## config.mk

```make
export PLATFORM = sky130hd
export DESIGN_NAME = load_store_unit
export DESIGN_NICKNAME = d
export VERILOG_FILES = /design/src/rtl/load_store_unit.sv
export SDC_FILE = /design/constraint.sdc
export NUM_CORES = 1
export LEC_CHECK = 0
export ABC_AREA = 0
export CAP_MARGIN = 20
export CORE_ASPECT_RATIO = 1.75
export CORE_MARGIN = 2
export CORE_UTILIZATION = 55
export CTS_CLUSTER_DIAMETER = 30
export DETAILED_ROUTE_END_ITERATION = 10
export DONT_BUFFER_PORTS = 1
export GPL_ROUTABILITY_DRIVEN = 0
export HOLD_SLACK_MARGIN = 0.12
export PLACE_DENSITY_LB_ADDON = 0.15
export SLEW_MARGIN = 20
export SYNTH_ARGS = -nofsm -noshare
export SYNTH_HDL_FRONTEND = slang
export SYNTH_SLANG_ARGS = --single-unit
```

## constraint.sdc

```tcl
create_clock -name i_clk -period 3.3 [get_ports i_clk]
set_clock_uncertainty 0.1 [all_clocks]
set_input_delay 0.825 -clock i_clk [delete_from_list [all_inputs] [get_ports i_clk]]
set_output_delay 0.825 -clock i_clk [all_outputs]
set_load 0.005 [all_outputs]
```

## src/rtl/load_store_unit.sv

```systemverilog
// Load/store unit between execute and a word-addressed data memory.
// Loads: byte/half/word lane extraction with sign or zero extension.
// Sub-word stores: read-modify-write, since the memory only writes full words.
// Misaligned or illegal requests are answered with an error and never reach memory.
module load_store_unit #(
  parameter int W = 32,
  parameter int D = 8
) (
  input  logic         i_clk,
  input  logic         i_reset,
  input  logic         i_req_valid,
  output logic         o_req_ready,
  input  logic         i_req_store,
  input  logic [2:0]   i_req_funct3,
  input  logic [D-1:0] i_req_addr,
  input  logic [W-1:0] i_req_wdata,
  output logic         o_rsp_valid,
  input  logic         i_rsp_ready,
  output logic [W-1:0] o_rsp_data,
  output logic         o_rsp_error,
  output logic [D-1:0] o_mem_addr,
  output logic [W-1:0] o_mem_data,
  output logic         o_mem_read,
  output logic         o_mem_write,
  input  logic [W-1:0] i_mem_data
);

  typedef enum logic [2:0] {
    IDLE,
    ACCESS,
    LOAD_WAIT,
    MERGE,
    RESP
  } state_t;

  state_t state, state_nxt;

  // Request fields captured at acceptance; everything downstream uses these.
  logic         store_p0;
  logic [2:0]   funct3_p0;
  logic [D-1:0] addr_p0;
  logic [W-1:0] wdata_p0;

  logic accept;
  logic word_store;

  // Illegal encodings, stores of unsigned widths, and misaligned H/W accesses.
  function automatic logic is_error(input logic store, input logic [2:0] f3,
                                    input logic [1:0] lo);
    logic err;
    err = 1'b0;
    case (f3)
      3'b000:  err = 1'b0;
      3'b001:  err = lo[0];
      3'b010:  err = (lo != 2'b00);
      3'b100:  err = store;
      3'b101:  err = store | lo[0];
      default: err = 1'b1;
    endcase
    return err;
  endfunction

  // Select the addressed little-endian lane and extend it to a full word.
  function automatic logic [W-1:0] load_format(input logic [W-1:0] word,
                                               input logic [2:0] f3,
                                               input logic [1:0] lo);
    logic        [7:0]   b_u;
    logic        [15:0]  h_u;
    logic signed [7:0]   b_s;
    logic signed [15:0]  h_s;
    logic signed [W-1:0] ext_s;
    logic        [W-1:0] res;
    b_u   = word[8*lo +: 8];
    h_u   = word[16*lo[1] +: 16];
    b_s   = b_u;
    h_s   = h_u;
    ext_s = '0;
    res   = word;
    case (f3)
      3'b000: begin
        ext_s = b_s;
        res   = ext_s;
      end
      3'b001: begin
        ext_s = h_s;
        res   = ext_s;
      end
      3'b100:  res = {{(W-8){1'b0}}, b_u};
      3'b101:  res = {{(W-16){1'b0}}, h_u};
      default: res = word;
    endcase
    return res;
  endfunction

  // Replace the addressed byte or half-word of the old memory word.
  function automatic logic [W-1:0] store_merge(input logic [W-1:0] word,
                                               input logic [W-1:0] wdata,
                                               input logic [2:0] f3,
                                               input logic [1:0] lo);
    logic [W-1:0] res;
    res = word;
    if (f3[1:0] == 2'b00)
      res[8*lo +: 8] = wdata[7:0];
    else if (f3[1:0] == 2'b01)
      res[16*lo[1] +: 16] = wdata[15:0];
    else
      res = wdata;
    return res;
  endfunction

  assign o_req_ready = (state == IDLE);
  assign accept      = i_req_valid & o_req_ready;
  assign o_rsp_valid = (state == RESP);
  assign o_mem_addr  = {addr_p0[D-1:2], 2'b00};
  assign word_store  = store_p0 & (funct3_p0 == 3'b010);

  // State register; reset always lands in IDLE, abandoning any operation.
  always_ff @(posedge i_clk) begin
    if (i_reset)
      state <= IDLE;
    else
      state <= state_nxt;
  end

  // Next-state decode.
  always_comb begin
    state_nxt = state;
    case (state)
      IDLE: begin
        if (accept) begin
          if (is_error(i_req_store, i_req_funct3, i_req_addr[1:0]))
            state_nxt = RESP;
          else
            state_nxt = ACCESS;
        end
      end
      ACCESS: begin
        if (word_store)
          state_nxt = RESP;
        else if (store_p0)
          state_nxt = MERGE;
        else
          state_nxt = LOAD_WAIT;
      end
      LOAD_WAIT: state_nxt = RESP;
      MERGE:     state_nxt = RESP;
      RESP: begin
        if (i_rsp_ready)
          state_nxt = IDLE;
      end
      default: state_nxt = IDLE;
    endcase
  end

  // Capture the request on acceptance; cleared by reset so the memory address starts at zero.
  always_ff @(posedge i_clk) begin
    if (i_reset) begin
      store_p0  <= 1'b0;
      funct3_p0 <= 3'b000;
      addr_p0   <= '0;
      wdata_p0  <= '0;
    end else if (accept) begin
      store_p0  <= i_req_store;
      funct3_p0 <= i_req_funct3;
      addr_p0   <= i_req_addr;
      wdata_p0  <= i_req_wdata;
    end
  end

  // Response payload: cleared on acceptance, filled with load data in LOAD_WAIT, held through RESP.
  always_ff @(posedge i_clk) begin
    if (i_reset) begin
      o_rsp_data  <= '0;
      o_rsp_error <= 1'b0;
    end else if (accept) begin
      o_rsp_data  <= '0;
      o_rsp_error <= is_error(i_req_store, i_req_funct3, i_req_addr[1:0]);
    end else if (state == LOAD_WAIT) begin
      o_rsp_data  <= load_format(i_mem_data, funct3_p0, addr_p0[1:0]);
    end
  end

  // Memory strobes and write data from state and latched fields; strobes are suppressed during reset.
  always_comb begin
    o_mem_read  = 1'b0;
    o_mem_write = 1'b0;
    o_mem_data  = '0;
    case (state)
      ACCESS: begin
        if (word_store) begin
          o_mem_write = 1'b1;
          o_mem_data  = wdata_p0;
        end else begin
          o_mem_read  = 1'b1;
        end
      end
      MERGE: begin
        o_mem_write = 1'b1;
        o_mem_data  = store_merge(i_mem_data, wdata_p0, funct3_p0, addr_p0[1:0]);
      end
      default: ;
    endcase
    if (i_reset) begin
      o_mem_read  = 1'b0;
      o_mem_write = 1'b0;
    end
  end

endmodule

```

==> run_results.csv, run 1 <==
group,metric,value,unit
cells_and_area,area_growth,6.82,%
synth,synth_cells,643,
floorplan,die_x,75.8,um
detailed_routing,drt_wl_total,16.3,mm
detailed_routing,vias_per_cell,6.55,
detailed_routing,drt_iter0_drc,371,
clock_tree,cts_buffers,9,
critical_path,critical_path_required,2.37,ns
global_route,grt_max_degree,52,
floorplan,core_area,8730,um2
synth,syn_avg_cell_area,7.71,um2
sta,rsz0062_at_grt,"no",
power_and_ir_drop,power_density,461,nW/um2
sta,slew_headroom,41.9,%
synth,ys_seq_elements,80,
synth,yosysUniqueCellTypes,54,
power_and_ir_drop,leakage,1.96,nW
global_route,grt_pass1_vias,4559,
critical_path,worstSetupEndpointType,"output port",
cells_and_area,seqCellArea,1610,um2
detailed_routing,ant_nets,0,
sta,hold_ws,0.368,ns
synth,async_flop_share,0,%
synth,synth_edf_count,0,
floorplan,start_util,56.8,%
sta,drv_slew,0,
power_and_ir_drop,p_int,1.74,mW
global_route,antenna_found_initial,0,
sta,fmax,316,MHz
global_route,grt-ovfl-total,0,
outcome,status,"finished clean",
sta,worst_slew_pin_slew,0.870,ns
cells_and_area,final_core_util,60.7,%
power_and_ir_drop,p_comb_share,15.8,%
flow_run,cap_violations,0,
sta,setup-violations-final,0,
synth,synth_area,4960,um2
clock_tree,clk_path_buf_depth,2,
clock_tree,h-tree-depth,3,
cells_and_area,finalNetCount,707,
synth,ys.flop_type,"dfxtp_1",
placed_design,place_hpwl,11.7,mm
power_and_ir_drop,switching_share,28.6,%
floorplan,die_h,130,um
detailed_routing,wl_per_cell,22.0,um
cells_and_area,finalNonFillerCells,744,
floorplan,ios,157,
synth,seq_area_frac_synth,32.3,%
critical_path,criticalPathCategory,"reg2out",
critical_path,start_kind,"register",
cells_and_area,insertedDiodeCount,0,
floorplan,die_area,9820,um2
cells_and_area,nFillCells,822,
clock_tree,clkSlewWorstSetupHoldPaths,0.06,ns
power_and_ir_drop,peakVddDrop,0.296,mV
hold_path,hp-class,"reg2reg",
clock_tree,clkSinkCount,80,
sta,setup_tns,0,ns
detailed_routing,vias,4876,
synth,ys_warn_count,0,
sta,fin_crit,3.16,ns
power_and_ir_drop,power.share.clock,39.6,%
clock_tree,cts_root_buffer,"clkbuf_16",
sta,period_share,95.9,%
sta,finalHoldViolCount,0,
critical_path,cp_max_fo,12,
global_route,track_usage,32.6,%
global_route,grt_first_pass_wirelength,24.0,mm
detailed_routing,firstDrtPassIters,5,
power_and_ir_drop,power,2.44,mW
floorplan,rows,45,
power_and_ir_drop,p_seq_share,44.6,%
cells_and_area,multi_input_area,2940,um2
cells_and_area,layout_common_cells,"nand2_1, a21oi_1, dfxtp_1, o21ai_0, buf_4",
placed_design,place_inst,727,
power_and_ir_drop,p_sw,0.698,mW
critical_path,worstPathArrival,2.24,ns
clock_tree,cts_tree,"built",
cells_and_area,final_common_cell,"nand2_1",
detailed_routing,route.detailed.drc,0,
placed_design,port_buffers,0,
cells_and_area,drive_above_1_share,14.4,%
clock_tree,clock_latency,0.34,ns
per-stage QoR:
stage / worst slack, ns / cell area, um2
4_1_cts: 0.0144 / 5260
3_5_place_dp: 0.310 / 4970
6_report: 0.135 / 5290
2_1_floorplan: 0.166 / 4960
3_3_place_gp: 0.415 / 4970
5_1_grt: 0.0129 / 5290
kinds of logic (layout without fill, tap and decap cells):
logic type / Yosys count / after routing / share of synthesized area, %
AO/OA/AOI/OAI: 245 / 245 / 31.9
flip-flops: 80 / 80 / 32.3
buffers and inverters: 84 / 67 / 8.84
adder cells (fa/ha/maj): 5 / 5 / 1.26
AND/OR/NAND/NOR: 209 / 209 / 20.9
multiplexers: 19 / 19 / 4.77
other: 1 / 2 / 0.0757
power groups by stage:
stage | Sequential (mW) | Clock, mW | Combinational (mW)
finish | 1.09 | 0.966 | 0.386
global route | 1.09 | 1.01 | 0.425
CTS | 1.08 | 0.975 | 0.377
detailed placement | 1.10 | 0 | 0.374
global placement | 1.10 | 0 | 0.362
floorplan | 1.07 | 0 | 0.343
cells in the mapped netlist, types with 3 or more instances:
cell type | instances | area [um2]
a21bo_2 | 7 | 70.1
a22oi_1 | 18 | 135
nand2b_1 | 3 | 18.8
nor3_1 | 5 | 25.0
and2_1 | 8 | 50.1
a2111oi_0 | 8 | 70.1
mux2_2 | 17 | 191
nor2_1 | 24 | 90.1
a21o_1 | 9 | 67.6
a221oi_1 | 12 | 105
nor2b_1 | 25 | 156
ha_1 | 5 | 62.6
buf_4 | 13 | 97.6
o21ai_0 | 40 | 200
inv_1 | 21 | 78.8
o32ai_1 | 7 | 61.3
nor4_1 | 3 | 18.8
a21oi_1 | 96 | 480
a22o_1 | 13 | 114
nand2_1 | 117 | 439
clkbuf_1 | 29 | 109
a211oi_1 | 18 | 135
dfxtp_1 | 80 | 1600
nand3b_1 | 5 | 37.5
o21a_1 | 8 | 60.1
o211ai_1 | 4 | 30.0
buf_2 | 12 | 60.1
buf_6 | 5 | 56.3
registers in the layout, indices dropped and copies added (netlist names):
signal       count
state            3
o_rsp_error      1
store_p0         1
wdata_p0        32
addr_p0          8
funct3_p0        3
o_rsp_data      32
per-layer routing:
| metal | global-route usage [%] | vias to the layer above | wire length (um) |
|---|---|---|---|
| li1 | - | 2247 | - |
| met1 | 37.2 | 2272 | 5990 |
| met2 | 52.2 | 295 | 7820 |
| met3 | 8.01 | 62 | 1450 |
| met4 | 22.0 | 0 | 1080 |
| met5 | 0 | - | 0 |
what timing repair did:
| action | in CTS | in global routing |
|---|---|---|
| hold buffers | 0 | 0 |
| endpoints found under the setup margin | 7 | 23 |
| pin swaps | 0 | 3 |
| setup buffers | 0 | 1 |
| hold endpoints to repair | 0 | 0 |
| gates resized for setup | 3 | 13 |
path summary, 6_finish.rpt:
| kind | start | endpoint | slack, ns | cells after the start |
|---|---|---|---|---|
| setup / recovery | funct3_p0[0] | o_mem_data[10] | 0.14 | 5 |
| hold / removal | wdata_p0[19] | wdata_p0[19] | 0.37 | 2 |
| setup reg to reg | funct3_p0[0] | o_rsp_data[19] | 1.09 | 5 |
| hold reg to reg | wdata_p0[19] | wdata_p0[19] | 0.37 | 2 |
area by class of cell:
type	instances	area share [%]
Timing Repair Buffer	30	4.33
Sequential cell	80	30.3
Tap cell	117	2.77
Multi-Input combinational cell	480	55.5
Clock inverter	4	0.520
Inverter	21	1.49
Clock buffer	12	5.03
critical path: stages, from the launching register on:
cell and delay, ns:
dfxtp_1 0.56, nor2_1 0.18, and3_2 0.36, a211oi_4 0.43, o32ai_1 0.19, buf_4 0.17
(Power assumes the default switching activity.)
==> run 2, diff against run 1 <==
--- a/config.mk
+++ b/config.mk
@@ -15,7 +15,7 @@
 export DONT_BUFFER_PORTS = 1
 export GPL_ROUTABILITY_DRIVEN = 0
 export HOLD_SLACK_MARGIN = 0.12
-export PLACE_DENSITY_LB_ADDON = 0.15
+export PLACE_DENSITY = 0.78
 export SLEW_MARGIN = 20
 export SYNTH_ARGS = -nofsm -noshare
 export SYNTH_HDL_FRONTEND = slang
==> run 2 against run 1 <==
Compared with the run above: first-iteration DRC count grew 32%; count of clock-buffer cells in the layout shrank 3; critical path depth grew 2; die area is the same; design area is essentially flat; largest cell class unchanged.
==> run_results.csv, run 2 (synthesis results as in run 1) <==
group,metric,value,unit
sta,drv_slew,0,
clock_tree,clkSlewWorstSetupHoldPaths,0.06,ns
critical_path,critical_path_required,2.37,ns
global_route,grt_max_degree,52,
sta,fin_crit,3.20,ns
placed_design,port_buffers,0,
clock_tree,clock_latency,0.34,ns
global_route,antenna_found_initial,0,
detailed_routing,vias_per_cell,6.56,
floorplan,ios,157,
cells_and_area,insertedDiodeCount,0,
cells_and_area,area_growth,6.89,%
global_route,grt-ovfl-total,0,
sta,worst_slew_pin_slew,0.876,ns
floorplan,die_area,9820,um2
sta,hold_ws,0.366,ns
power_and_ir_drop,power_density,456,nW/um2
detailed_routing,route.detailed.drc,0,
clock_tree,cts_tree,"built",
floorplan,start_util,56.8,%
floorplan,die_x,75.8,um
outcome,status,"finished clean",
detailed_routing,firstDrtPassIters,5,
clock_tree,h-tree-depth,3,
hold_path,hp-class,"reg2reg",
detailed_routing,wl_per_cell,21.5,um
global_route,track_usage,32.7,%
cells_and_area,layout_common_cells,"nand2_1, a21oi_1, dfxtp_1, o21ai_0, buf_4",
cells_and_area,finalNetCount,709,
floorplan,core_area,8730,um2
detailed_routing,ant_nets,0,
clock_tree,cts_buffers,9,
floorplan,die_h,130,um
detailed_routing,vias,4895,
power_and_ir_drop,leakage,1.97,nW
critical_path,start_kind,"register",
cells_and_area,drive_above_1_share,14.5,%
sta,period_share,96.8,%
sta,finalHoldViolCount,0,
critical_path,cp_max_fo,16,
clock_tree,clk_path_buf_depth,2,
sta,slew_headroom,41.5,%
clock_tree,cts_root_buffer,"clkbuf_16",
cells_and_area,final_common_cell,"nand2_1",
global_route,grt_pass1_vias,4778,
detailed_routing,drt_iter0_drc,489,
cells_and_area,nFillCells,828,
cells_and_area,reg_top3,"o_rsp_data x32, wdata_p0 x32, addr_p0 x8",
clock_tree,clkSinkCount,80,
sta,setup-violations-final,0,
placed_design,place_hpwl,11.6,mm
sta,fmax,313,MHz
critical_path,worstSetupEndpointType,"output port",
floorplan,rows,45,
global_route,grt_first_pass_wirelength,24.4,mm
flow_run,cap_violations,0,
detailed_routing,drt_wl_total,16.0,mm
cells_and_area,final_core_util,60.7,%
critical_path,criticalPathCategory,"reg2out",
power_and_ir_drop,peakVddDrop,0.314,mV
critical_path,worstPathArrival,2.27,ns
run 2: critical path, cell delays in order (launching register included):
cell and delay [ns]:
dfxtp_1 0.32, inv_1 0.12, buf_4 0.23, ha_1 0.22, and4_2 0.34, a22oi_1 0.11, o32ai_1 0.40, buf_4 0.18
run 2: metal layers:
layer / global-route usage [%] / vias up / wire length (um)
li1: - / 2249 / -
met1: 36.8 / 2222 / 5460
met2: 50.8 / 337 / 7570
met3: 8.71 / 87 / 1690
met4: 25.4 / 0 / 1320
met5: 0 / - / 0
run 2: final timing paths:
kind / startpoint / to / slack (ns) / cells after the start
hold / removal: wdata_p0[19] / wdata_p0[19] / 0.37 / 2
setup reg to reg: funct3_p0[1] / o_rsp_data[20] / 1.10 / 4
hold reg to reg: wdata_p0[19] / wdata_p0[19] / 0.37 / 2
setup / recovery: addr_p0[1] / o_mem_data[14] / 0.10 / 7
run 2: area by class of cell:
| cell class | count | area (um2) | area share [%] |
|---|---|---|---|
| timing repair buffer | 32 | 240 | 4.53 |
| sequential | 80 | 1610 | 30.3 |
| clock buffer | 9 | 225 | 4.25 |
| tap | 117 | 146 | 2.76 |
| multi-input combinational | 480 | 2950 | 55.6 |
| inverter | 21 | 78.8 | 1.49 |
| clock inverter | 7 | 55.1 | 1.04 |
run 2: power by group:
part           internal, mW  switching (mW)
Combinational         0.160           0.232
Sequential             1.02          0.0667
Clock                 0.518           0.423
run 2: what timing repair did:
| item | 4_1_cts | 5_1_grt |
|---|---|---|
| hold buffers | 0 | 0 |
| endpoints found under the setup margin | 0 | 17 |
| buffers inserted | 0 | 1 |
| gates resized for setup | 0 | 14 |
run 2: stage by stage:
step	worst slack [ns]	area (um2)	power [mW]	setup TNS, ns	instances
2_1_floorplan	0.166	4960	1.41	0	644
3_3_place_gp	0.518	4980	1.46	0	729
3_5_place_dp	0.420	4980	1.48	0	729
4_1_cts	0.0492	5260	2.41	0	745
5_1_grt	-0.0217	5300	2.51	-0.0462	746
6_report	0.104	5300	2.42	0	746
